File: src/rtl/led_scan_ctrl.sv
// led_scan_ctrl: time-multiplexed scan controller for a common-anode 7-segment display.
// Optional build macro LEADING_ZERO_BLANK_EN blanks leading zero digits (digit 0 always shown).
module led_scan_ctrl #(
    parameter int DIGITS  = 8,
    parameter int CLK_DIV = 50000,
    parameter int DEAD    = 2
) (
    input  logic                clk,
    input  logic                rst_n,
    input  logic                wr_en,
    input  logic [4*DIGITS-1:0] wr_data,
    input  logic [DIGITS-1:0]   wr_dp,
    input  logic                blank,
    output logic [3:0]          dec_num,
    input  logic [7:0]          dec_seg,
    output logic [7:0]          seg,
    output logic [DIGITS-1:0]   com,
    output logic                upd_pend,
    output logic                frame_tick
);
    localparam int CNT_W = $clog2(CLK_DIV);
    localparam int IDX_W = $clog2(DIGITS);

    localparam logic [CNT_W-1:0]  CNT_LAST = CNT_W'(CLK_DIV - 1);
    localparam logic [CNT_W-1:0]  CNT_DEAD = CNT_W'(DEAD);
    localparam logic [CNT_W-1:0]  CNT_ZERO = {CNT_W{1'b0}};
    localparam logic [CNT_W-1:0]  CNT_ONE  = CNT_W'(1'b1);
    localparam logic [IDX_W-1:0]  IDX_LAST = IDX_W'(DIGITS - 1);
    localparam logic [IDX_W-1:0]  IDX_ZERO = {IDX_W{1'b0}};
    localparam logic [IDX_W-1:0]  IDX_ONE  = IDX_W'(1'b1);
    localparam logic [DIGITS-1:0] COM_OFF  = {DIGITS{1'b1}};
    localparam logic [DIGITS-1:0] COM_ONE  = DIGITS'(1'b1);

    logic [CNT_W-1:0]    r_cnt;
    logic [IDX_W-1:0]    r_idx;
    logic [4*DIGITS-1:0] r_disp;
    logic [DIGITS-1:0]   r_dp;
    logic [4*DIGITS-1:0] r_shadow;
    logic [DIGITS-1:0]   r_shadow_dp;
    logic                r_upd_pend;
    logic                r_frame_tick;
    logic [7:0]          r_seg;
    logic [DIGITS-1:0]   r_com;

    logic                w_slot_end;
    logic                w_frame_end;
    logic                w_swap;
    logic                w_on_phase;
    logic [CNT_W-1:0]    w_cnt_next;
    logic [IDX_W-1:0]    w_idx_next;
    logic                w_lz_blank;
    logic [7:0]          w_seg_next;
    logic [DIGITS-1:0]   w_com_next;
    logic                w_unused;

    // The decoder's DP bit is replaced by our own dp buffer.
    assign w_unused = dec_seg[7];

    // Slot/frame boundary decode and prescaler/index next-state.
    always_comb begin
        w_slot_end  = (r_cnt == CNT_LAST);
        w_frame_end = w_slot_end && (r_idx == IDX_LAST);
        w_swap      = w_frame_end && r_upd_pend;
        w_on_phase  = (r_cnt >= CNT_DEAD);
        if (w_slot_end) begin
            w_cnt_next = CNT_ZERO;
        end else begin
            w_cnt_next = r_cnt + CNT_ONE;
        end
        if (!w_slot_end) begin
            w_idx_next = r_idx;
        end else if (r_idx == IDX_LAST) begin
            w_idx_next = IDX_ZERO;
        end else begin
            w_idx_next = r_idx + IDX_ONE;
        end
    end

    // Current digit nibble handed to the external decoder.
    always_comb begin
        dec_num = r_disp[{r_idx, 2'b00} +: 4];
    end

`ifdef LEADING_ZERO_BLANK_EN
    // Digit k>0 is blanked when it and every more-significant nibble are zero.
    always_comb begin
        logic w_acc;
        w_acc      = 1'b1;
        w_lz_blank = 1'b0;
        for (int k = DIGITS - 1; k >= 1; k--) begin
            w_acc      = w_acc & (r_disp[4*k +: 4] == 4'h0);
            w_lz_blank = w_lz_blank | ((r_idx == IDX_W'(k)) & w_acc);
        end
    end
`else
    // Every digit shows its nibble, zeros included.
    always_comb begin
        w_lz_blank = 1'b0;
    end
`endif

    // Next values for the registered pad outputs.
    always_comb begin
        if (w_on_phase) begin
            w_com_next = ~(COM_ONE << r_idx);
        end else begin
            w_com_next = COM_OFF;
        end
        if (blank || w_lz_blank) begin
            w_seg_next = 8'hFF;
        end else begin
            w_seg_next = {~r_dp[r_idx], dec_seg[6:0]};
        end
    end

    // Prescaler and digit index.
    always_ff @(posedge clk or negedge rst_n) begin
        if (!rst_n) begin
            r_cnt <= CNT_ZERO;
            r_idx <= IDX_ZERO;
        end else begin
            r_cnt <= w_cnt_next;
            r_idx <= w_idx_next;
        end
    end

    // Double buffer: writes land in the shadow, which swaps in only at the frame wrap.
    always_ff @(posedge clk or negedge rst_n) begin
        if (!rst_n) begin
            r_disp      <= {(4*DIGITS){1'b0}};
            r_dp        <= {DIGITS{1'b0}};
            r_shadow    <= {(4*DIGITS){1'b0}};
            r_shadow_dp <= {DIGITS{1'b0}};
            r_upd_pend  <= 1'b0;
        end else begin
            if (w_swap) begin
                r_disp <= r_shadow;
                r_dp   <= r_shadow_dp;
            end
            if (wr_en) begin
                r_shadow    <= wr_data;
                r_shadow_dp <= wr_dp;
                r_upd_pend  <= 1'b1;
            end else if (w_swap) begin
                r_upd_pend  <= 1'b0;
            end
        end
    end

    // Registered segment bus, commons and frame pulse.
    always_ff @(posedge clk or negedge rst_n) begin
        if (!rst_n) begin
            r_seg        <= 8'hFF;
            r_com        <= COM_OFF;
            r_frame_tick <= 1'b0;
        end else begin
            r_seg        <= w_seg_next;
            r_com        <= w_com_next;
            r_frame_tick <= w_frame_end;
        end
    end

    assign seg        = r_seg;
    assign com        = r_com;
    assign upd_pend   = r_upd_pend;
    assign frame_tick = r_frame_tick;

endmodule

File: config.mk
export PLATFORM = sky130hd
export DESIGN_NAME = led_scan_ctrl
export DESIGN_NICKNAME = d
export VERILOG_FILES = /design/src/rtl/led_scan_ctrl.sv
export SDC_FILE = /design/constraint.sdc
export NUM_CORES = 1
export LEC_CHECK = 0
export BUFFER_PORTS_ARGS = -buffer_cell sky130_fd_sc_hd__buf_2
export CAP_MARGIN = 20
export CORE_MARGIN = 5
export CORE_UTILIZATION = 41
export CTS_BUF_LIST = sky130_fd_sc_hd__clkbuf_2 sky130_fd_sc_hd__clkbuf_4 sky130_fd_sc_hd__clkbuf_8
export CTS_CLUSTER_SIZE = 24
export DETAILED_ROUTE_END_ITERATION = 6
export GPL_ROUTABILITY_DRIVEN = 1
export PLACE_DENSITY = 0.64
export SLEW_MARGIN = 20
export SYNTH_ARGS = -nofsm -noshare
export SYNTH_HDL_FRONTEND = slang
export SYNTH_SLANG_ARGS = --single-unit
export TNS_END_PERCENT = 30
File: constraint.sdc
create_clock -name clk -period 4.7 [get_ports clk]
set_input_delay 0.94 -clock clk [delete_from_list [all_inputs] [get_ports clk]]
set_output_delay 0.94 -clock clk [all_outputs]
set_load 0.02 [all_outputs]
==> metrics.txt, run 1 <==
outcome complete, no violations; CP max stage cell dfrtp_1; Filler Cells Inserted 1037; final hold violations 0; Worst-path clk slew around 0.070 ns; Total GRT Usage around 14%; setup violators final 0; vias in the first global route approximately 3100; crit start category flop; CORE AREA approximately 12000 µm²; Root Driver clkbuf_8; initial cell density of the core 41.8%; DRC Markers 0; Placed Cells incl. Taps 540; final net count about 470; #FFs+latches synth 117; final WL around 9000 µm; initial antenna violation count 0; overall power between 2 and 2.5 mW; die extent in x about 120 µm; Final Max Slew Viols 0; antenna-violating nets left 0; cell mode on critical path nand2_1; Multi-input gate area roughly 1900 µm²; largest net degree at the start of global routing 48; syn_nets between 300 and 400; Post-Syn Area per Cell 15.1 µm²; leak pwr about 2.9 nW; CTS Sinks approximately 120; DIE AREA between 10000 and 15000 µm²; Synth Cell Area 5000 µm²; drt first pass iters 4; type of destination of the critical path primary output; achievable frequency 319 MHz; P per Cell Area about 350 nW/µm²; Ports 74; RSZ-0062 raised after global routing false; Tmin final approximately 3.1 ns; Post-CTS Hold Buffers 0; post-place instance area 5490 µm²; cts repair resizes 0; total global routing overflow 0; Worst Hold Class primary input to asynchronous set/reset pin; non-filler cells, final 573; setup_tns 0 ns; Final Instance Area approximately 5900 µm²; max-capacitance violation count 0; wire per inst between 15 and 20 µm; Rows 40; clock skew between 0.01 and 0.015 ns; CTS max path bufs 2; global-route wire length before repair ~16000 µm; crit-path max FO 8; Req. time, crit path between 3 and 4 ns; Die H about 120 µm; worst skew pair latency ~0.42 ns; count of different cell masters after synthesis 31; Vias roughly 2800; final setup margin 1.56 ns; Synth Instances between 300 and 400; area occupied by registers 2950 µm²; Max VDD drop about 160 µV; DR vias/cell 4.90; synth warn 0; clock buffer count from CTS 17; critical-path cell list buf_4, mux4_2, nand2_1, nand2_1, buf_2; Arr. time, crit path 2.20 ns; # diodes 0; detailed placement HPWL a little over 6000 µm; CTS HTree Levels 4; post-place setup slack 1.59 ns; Setup Fix Bufs, Post-CTS 0; post-synthesis sequential area ratio around three fifths; RePlAce Congestion roughly 0.7; I/O Buffers 72; Worst path max stage delay 0.64 ns; P&R area growth vs syn 18.5%; layout cell share with drive strength beyond 1 between 50% and 60%; CTS tree done; worst slew pin tran 0.941 ns; final cycle utilization of the critical path ~67%; Worst slew margin between 30 and 40%; DR iter-0 viols 85; classification of the worst setup path flop to primary output
## cells by family after synthesis
logic type	synth area share [%]
flops	59.0
mux	25.7
simple gates	8.06
buf+inv	2.23
xor+xnor	2.45
fa+ha+maj	2.00
compound gates	0.501
## power breakdown
group | leakage (nW) | internal, mW | switching [mW]
clock | 0.211 | 0.544 | 0.384
sequential | 1.47 | 1.05 | 0.0194
combinational | 1.19 | 0.0516 | 0.0452
total | 2.87 | 1.64 | 0.448
## sequential cells by signal, summed over array words and instances (netlist names)
signal       cells
r_cnt           16
upd_pend         1
r_shadow_dp      8
r_dp             8
com              8
seg              8
r_idx            3
r_disp          32
frame_tick       1
r_shadow        32
## routing by layer
layer	up-vias	routed length, µm	global-route usage [%]
met1	1413	4290	18.4
met2	62	4240	21.0
met5	-	0	0
met3	7	405	4.35
met4	0	36	4.04
li1	1328	-	-
## final cells by class
| cell class | instances | area share, % |
|---|---|---|
| sequential | 117 | 49.8 |
| multi-input combinational | 192 | 32.7 |
| timing repair buffer | 77 | 6.97 |
| clock buffer | 23 | 5.24 |
| tap | 147 | 3.11 |
| clock inverter | 9 | 1.69 |
| inverter | 8 | 0.507 |
## final timing paths
check	start	to	slack, ns	cells after the start
worst max-delay path	r_idx[0]$_DFFE_PN0N_	dec_num[1]	1.56	5
worst min-delay path	rst_n	r_cnt[8]$_DFF_PN0_	0.44	1
worst max register to register	r_cnt[0]$_DFF_PN0_	r_disp[23]$_DFFE_PN0P_	2.03	6
worst min register to register	r_shadow[15]$_DFFE_PN0P_	r_disp[15]$_DFFE_PN0P_	0.49	1
max in group asynchronous	rst_n	r_disp[28]$_DFFE_PN0P_	3.37	2
min in group clk	r_shadow[15]$_DFFE_PN0P_	r_disp[15]$_DFFE_PN0P_	0.49	1
## synthesized netlist by cell type
| cell type | n | area (µm²) |
|---|---|---|
| dfrtp_1 | 101 | 2530 |
| mux2_2 | 40 | 450 |
| mux2_4 | 40 | 601 |
| nand2_1 | 20 | 75.1 |
| dfstp_2 | 16 | 420 |
| nor2_1 | 14 | 52.6 |
| nand3_1 | 12 | 60.1 |
| mux4_2 | 10 | 225 |
| ha_1 | 8 | 100 |
| or2_2 | 8 | 50.1 |
| xnor2_1 | 8 | 70.1 |
| clkbuf_1 | 7 | 26.3 |
| inv_1 | 7 | 26.3 |
| nor3_1 | 6 | 30.0 |
| xor2_1 | 6 | 52.6 |
| buf_6 | 4 | 45.0 |
| nand4_1 | 4 | 25.0 |
| nor4_1 | 4 | 25.0 |
| buf_2 | 2 | 10.0 |
| o21ai_0 | 2 | 10.0 |
| a21o_1 | 1 | 7.51 |
| and2_1 | 1 | 6.26 |
| and3_1 | 1 | 6.26 |
| clkinv_1 | 1 | 3.75 |
| mux2i_1 | 1 | 10.0 |
| nand3_2 | 1 | 10.0 |
| nand4_4 | 1 | 21.3 |
| nand4b_1 | 1 | 8.76 |
| nor4_4 | 1 | 21.3 |
| o21bai_1 | 1 | 7.51 |
| or4_4 | 1 | 11.3 |
## metrics by stage
stage | utilization (%) | hold WS (ns)
6_report | 49.5 | 0.437
5_1_grt | 49.5 | 0.435
4_1_cts | 49.3 | 0.423
3_5_place_dp | 45.9 | 0.491
3_3_place_gp | 45.9 | 0.491
2_1_floorplan | - | 0.464
## cell usage in the layout, fill, tap and decap left out, drive strengths merged, types with 6 or more instances in the layout
cell / instances
dfrtp: 101
mux2: 80
buf: 77
clkbuf: 23
nand2: 20
dfstp: 16
nor2: 14
nand3: 13
mux4: 10
or2: 8
xnor2: 8
ha: 8
inv: 7
nor3: 6
xor2: 6
clkinv: 6
## worst max-delay path: cells and delay by family, from the launching register on
family	cells	cell delay, ns
flip-flops	1	0.64
buffers and inverters	2	0.46
multiplexers	1	0.52
AND/OR/NAND/NOR	2	0.16
No activity file was read; power rests on OpenSTA's default activity.
==> run 2: changes to the inputs <==
==> constraint.sdc (replaced) <==
create_clock -name clk -period 3 [get_ports clk]
set_input_delay 0.6 -clock clk [delete_from_list [all_inputs] [get_ports clk]]
set_output_delay 0.6 -clock clk [all_outputs]
set_load 0.02 [all_outputs]
==> run 2 against run 1 <==
Clock power grew 51%. Largest power group unchanged. Sequential share of layout area unchanged. Critical path type unchanged. Final area is the same. Clock skew fell by 0.0059 ns. Sequential power is 56% higher. Highest routed layer unchanged. Critical endpoint is now dec_num[2].
==> metrics.txt, run 2 (synthesis gave the netlist of run 1 again) <==
outcome complete, no violations; Tmin final roughly 2.5 ns; Arr. time, crit path roughly 1.9 ns; RePlAce Congestion around 0.77; Total GRT Usage 13.9%; Reg2Reg Setup Slack between 0.6 and 0.7 ns; DRC Markers 0; final hold violations 0; initial antenna violation count 0; global-route wire length before repair ~16000 µm; crit start category flop; die extent in x about 120 µm; non-filler cells, final 575; worst slew pin tran between 0.9 and 1 ns; initial cell density of the core a little over two fifths; drt first pass iters 5; Placed Cells incl. Taps ~540; worst skew pair latency roughly 0.43 ns; Ports 74; Die H about 120 µm; cts repair resizes 0; achievable frequency ~400 MHz; post-place setup slack about 0.67 ns; Rows 40; overall power between 3 and 4 mW; hold_ws between 0.2 and 0.25 ns; Setup Fix Bufs, Post-CTS 0; vias in the first global route 2998; setup violators final 0; Vias 2829; top flop regs r_disp: 32 flops, r_shadow: 32 flops, r_cnt: 16 flops; CTS HTree Levels 4; CTS max path bufs 2; Post-CTS Hold Buffers 0; setup_tns 0 ns; Worst-path clk slew 0.06 ns; CTS Sinks 117; type of destination of the critical path primary output; clock buffer count from CTS 17; CORE AREA approximately 12000 µm²; Req. time, crit path around 2.4 ns; DR iter-0 viols roughly 120; clock skew 0.00736 ns; RSZ-0062 raised after global routing false; classification of the worst setup path flop to primary output; Max VDD drop around 370 µV; I/O Buffers 72; most frequent cells in the layout dfrtp_1, buf_2, mux2_4, mux2_2, clkbuf_8; leading cell type in the layout, fill and taps excluded dfrtp_1; leak pwr between 2 and 3 nW; P per Cell Area 545 nW/µm²; # diodes 0; total global routing overflow 0; Final Max Slew Viols 0; antenna-violating nets left 0; CTS tree done; largest net degree at the start of global routing 52; Worst Hold Class primary input to asynchronous set/reset pin; final net count roughly 480; Worst slew margin around 36%; final setup margin around 0.50 ns; detailed placement HPWL a little over 6000 µm; DR vias/cell a little under 5; DIE AREA about 14000 µm²; Root Driver clkbuf_8; final cycle utilization of the critical path 83.2%; P&R area growth vs syn 18.5%; crit-path max FO 6; max-capacitance violation count 0; wire per inst around 16 µm; final WL just over 9000 µm; layout cell share with drive strength beyond 1 between 50% and 60%
[run 2: cell types whose count changed in the layout (fill, tap and decap cells not counted)]
cell,change
clkbuf_4,+6
clkinvlp_4,-2
bufinv_16,-1
buf_4,+2
clkinv_2,-3
[run 2: layout make-up]
type | instances | area [µm²]
Clock buffer | 29 | 355
Clock inverter | 3 | 40.0
Fill cell | 1052 | 6040
Inverter | 8 | 30.0
Multi-Input combinational cell | 192 | 1940
Sequential cell | 117 | 2950
Tap cell | 147 | 184
Timing Repair Buffer | 79 | 428
[run 2: final timing paths]
| kind | depth (start not counted) | end | startpoint |
|---|---|---|---|
| setup / recovery | 5 | dec_num[2] | r_idx[0]$_DFFE_PN0N_ |
| hold / removal | 1 | r_dp[5]$_DFFE_PN0P_ | rst_n |
| setup reg to reg | 5 | r_disp[17]$_DFFE_PN0P_ | r_cnt[11]$_DFF_PN0_ |
| hold reg to reg | 1 | r_disp[2]$_DFFE_PN0P_ | r_shadow[2]$_DFFE_PN0P_ |
| max in group asynchronous | 2 | seg[7]$_DFF_PN1_ | rst_n |
| min in group clk | 2 | seg[0]$_DFF_PN1_ | dec_seg[0] |
[run 2: metal layers]
layer	routed length, µm	track usage [%]
met5	0	0
met4	116	5.38
met3	545	5.38
met2	4350	21.5
met1	4140	17.6
[run 2: through the flow]
step | utilization [%] | cell area [µm²]
4_1_cts | 49.5 | 5920
3_5_place_dp | 46.2 | 5530
5_1_grt | 49.5 | 5920
6_report | 49.5 | 5920
3_3_place_gp | 46.2 | 5530
2_1_floorplan | - | 5000
[run 2: critical path, stage by stage (launching register included)]
cell and delay [ns]:
dfrtp_1 0.38, buf_4 0.19, mux4_2 0.56, nand2_1 0.09, nand2_1 0.08, buf_2 0.16
[run 2: where the power goes]
| group | switching, mW | total, mW | internal [mW] |
|---|---|---|---|
| clock network | 0.575 | 1.40 | 0.828 |
| logic | 0.0712 | 0.154 | 0.0827 |
| registers | 0.0292 | 1.67 | 1.64 |
==> run 3: changes to the inputs <==
--- a/config.mk
+++ b/config.mk
@@ -13,7 +13,7 @@
 export CTS_CLUSTER_SIZE = 24
 export DETAILED_ROUTE_END_ITERATION = 6
 export GPL_ROUTABILITY_DRIVEN = 1
-export PLACE_DENSITY = 0.64
+export PLACE_DENSITY = 0.66
 export SLEW_MARGIN = 20
 export SYNTH_ARGS = -nofsm -noshare
 export SYNTH_HDL_FRONTEND = slang
==> constraint.sdc (replaced) <==
create_clock -name clk -period 2.15 [get_ports clk]
set_input_delay 0.43 -clock clk [delete_from_list [all_inputs] [get_ports clk]]
set_output_delay 0.43 -clock clk [all_outputs]
set_load 0.02 [all_outputs]
==> run 3 against run 2 <==
The flow now finishes with violations (setup timing). Count of clock-buffer cells in the layout down 11. Cell count up 1.7%. Clock power up 75%. Combinational power up 42%. Sequential share of layout area down 2.0 points. Clock skew up 0.0068 ns. Die area unchanged. Final area up 4.2%.
==> metrics.txt, run 3 (synthesis gave the netlist of run 1 again) <==
overall power 5.00 mW; Final Max Slew Viols 0; drt first pass iters 4; clock skew 0.0142 ns; largest net degree at the start of global routing 118; wire per inst about 16 µm; P per Cell Area just over 800 nW/µm²; leading cell type in the layout, fill and taps excluded dfrtp_1; Final Instance Area 6170 µm²; clock buffer count from CTS 17; Rows 40; classification of the worst setup path flop to primary output; Max VDD drop roughly 450 µV; CTS HTree Levels 4; total global routing overflow 0; failing checks setup timing; Total GRT Usage ~14%; RSZ-0062 raised after global routing true; DIE AREA about 14000 µm²; most frequent cells in the layout dfrtp_1, buf_2, mux2_4, mux2_2, clkbuf_8; Req. time, crit path between 1.5 and 2 ns; R2R Path Start r_cnt[0]$_DFF_PN0_; final net count about 490; CTS Sinks between 100 and 150; global-route wire length before repair roughly 16000 µm; achievable frequency between 400 and 500 MHz; layout cell share with drive strength beyond 1 a little under three fifths; P&R area growth vs syn 23.5%; Root Driver clkbuf_8; final hold violations 0; detailed placement HPWL ~6400 µm; worst skew pair latency 0.42 ns; Arr. time, crit path about 1.8 ns; post-place instance area about 5600 µm²; Tmin final 2.21 ns; Vias 2900; non-filler cells, final about 600; worst slew pin tran around 0.64 ns; vias in the first global route 3216; Worst Hold Class primary input to asynchronous set/reset pin; Worst-path clk slew around 0.070 ns; outcome finished with violations; final WL 9290 µm; initial cell density of the core 41.8%; final cycle utilization of the critical path 103%; initial antenna violation count 0; type of destination of the critical path primary output; antenna-violating nets left 0; setup violators final 4; Post-CTS Hold Buffers 0; DR vias/cell between 4 and 5; Worst slew margin between 50 and 60%; RePlAce Congestion roughly 0.76; DRC Markers 0; die extent in x about 120 µm; leak pwr ~3.0 nW; # diodes 0; max-capacitance violation count 0; Placed Cells incl. Taps about 550; crit-path max FO 5; final setup margin -0.0581 ns; Ports 74; I/O Buffers 72; DR iter-0 viols 117; CTS tree done; top flop regs r_disp: 32 flops, r_shadow: 32 flops, r_cnt: 16 flops; crit path from r_idx[0]$_DFFE_PN0N_; hold_ws ~0.077 ns; Die H ~120 µm; CORE AREA 12000 µm²; CTS max path bufs 2; post-place setup slack about 0.15 ns; crit start category flop
run 3: changes by cell type in the layout (fill, tap and decap cells not counted):
cell	previous run	this run
buf_12	1	4
buf_2	71	68
buf_4	7	12
buf_6	0	5
bufinv_16	1	6
clkbuf_4	7	0
clkbuf_8	22	18
clkinv_1	1	0
clkinv_4	0	2
clkinvlp_4	0	1
inv_6	0	4
nand2_1	20	16
nand2_2	0	4
run 3: path summary, 6_finish.rpt:
path / cells past startpoint / to / slack, ns
max: 5 / dec_num[2] / -0.06
min: 2 / r_dp[4]$_DFFE_PN0P_ / 0.08
max reg2reg: 7 / r_disp[19]$_DFFE_PN0P_ / 0.14
min reg2reg: 1 / r_disp[27]$_DFFE_PN0P_ / 0.50
max in group asynchronous: 2 / r_shadow[27]$_DFFE_PN0P_ / 1.59
min in group clk: 2 / seg[1]$_DFF_PN1_ / 0.20
run 3: repair_timing:
item,in CTS,in global routing
pin swaps,3,0
resized for setup,13,0
endpoints found under the setup margin,4,4
buffers inserted,2,0
run 3: layer usage:
layer / vias to the layer above / GRT usage, % / share of wire (%)
met5: - / 0 / 0
li1: 1352 / - / -
met4: 0 / 3.82 / 0.71
met2: 75 / 22.8 / 48
met1: 1465 / 17.7 / 45
met3: 8 / 4.49 / 5.5
run 3: power breakdown:
| part | internal, mW | leakage [nW] | switching [mW] |
|---|---|---|---|
| clock network | 1.54 | 0.245 | 0.907 |
| logic | 0.119 | 1.27 | 0.100 |
| registers | 2.29 | 1.47 | 0.0414 |
| total | 3.95 | 2.99 | 1.05 |
run 3: through the flow:
stage | TNS [ns] | util, %
6_report | -0.192 | 51.6
5_1_grt | -0.490 | 51.6
4_1_cts | -0.304 | 51.6
3_5_place_dp | 0 | 47.0
3_3_place_gp | 0 | 47.0
2_1_floorplan | 0 | -
run 3: area by class of cell:
| cell class | count | area, µm² |
|---|---|---|
| clock buffers | 18 | 248 |
| clock inverters | 14 | 245 |
| fillers | 990 | 5790 |
| inverters | 8 | 31.3 |
| multi-input cells | 192 | 1950 |
| flip-flops and latches | 117 | 2950 |
| well taps | 147 | 184 |
| repair buffers | 89 | 567 |
run 3: worst max-delay path, stage by stage, from the launching register on:
cell and delay [ns]:
dfrtp_1 0.38, buf_6 0.16, mux4_2 0.52, nand2_1 0.10, nand2_2 0.07, buf_6 0.13
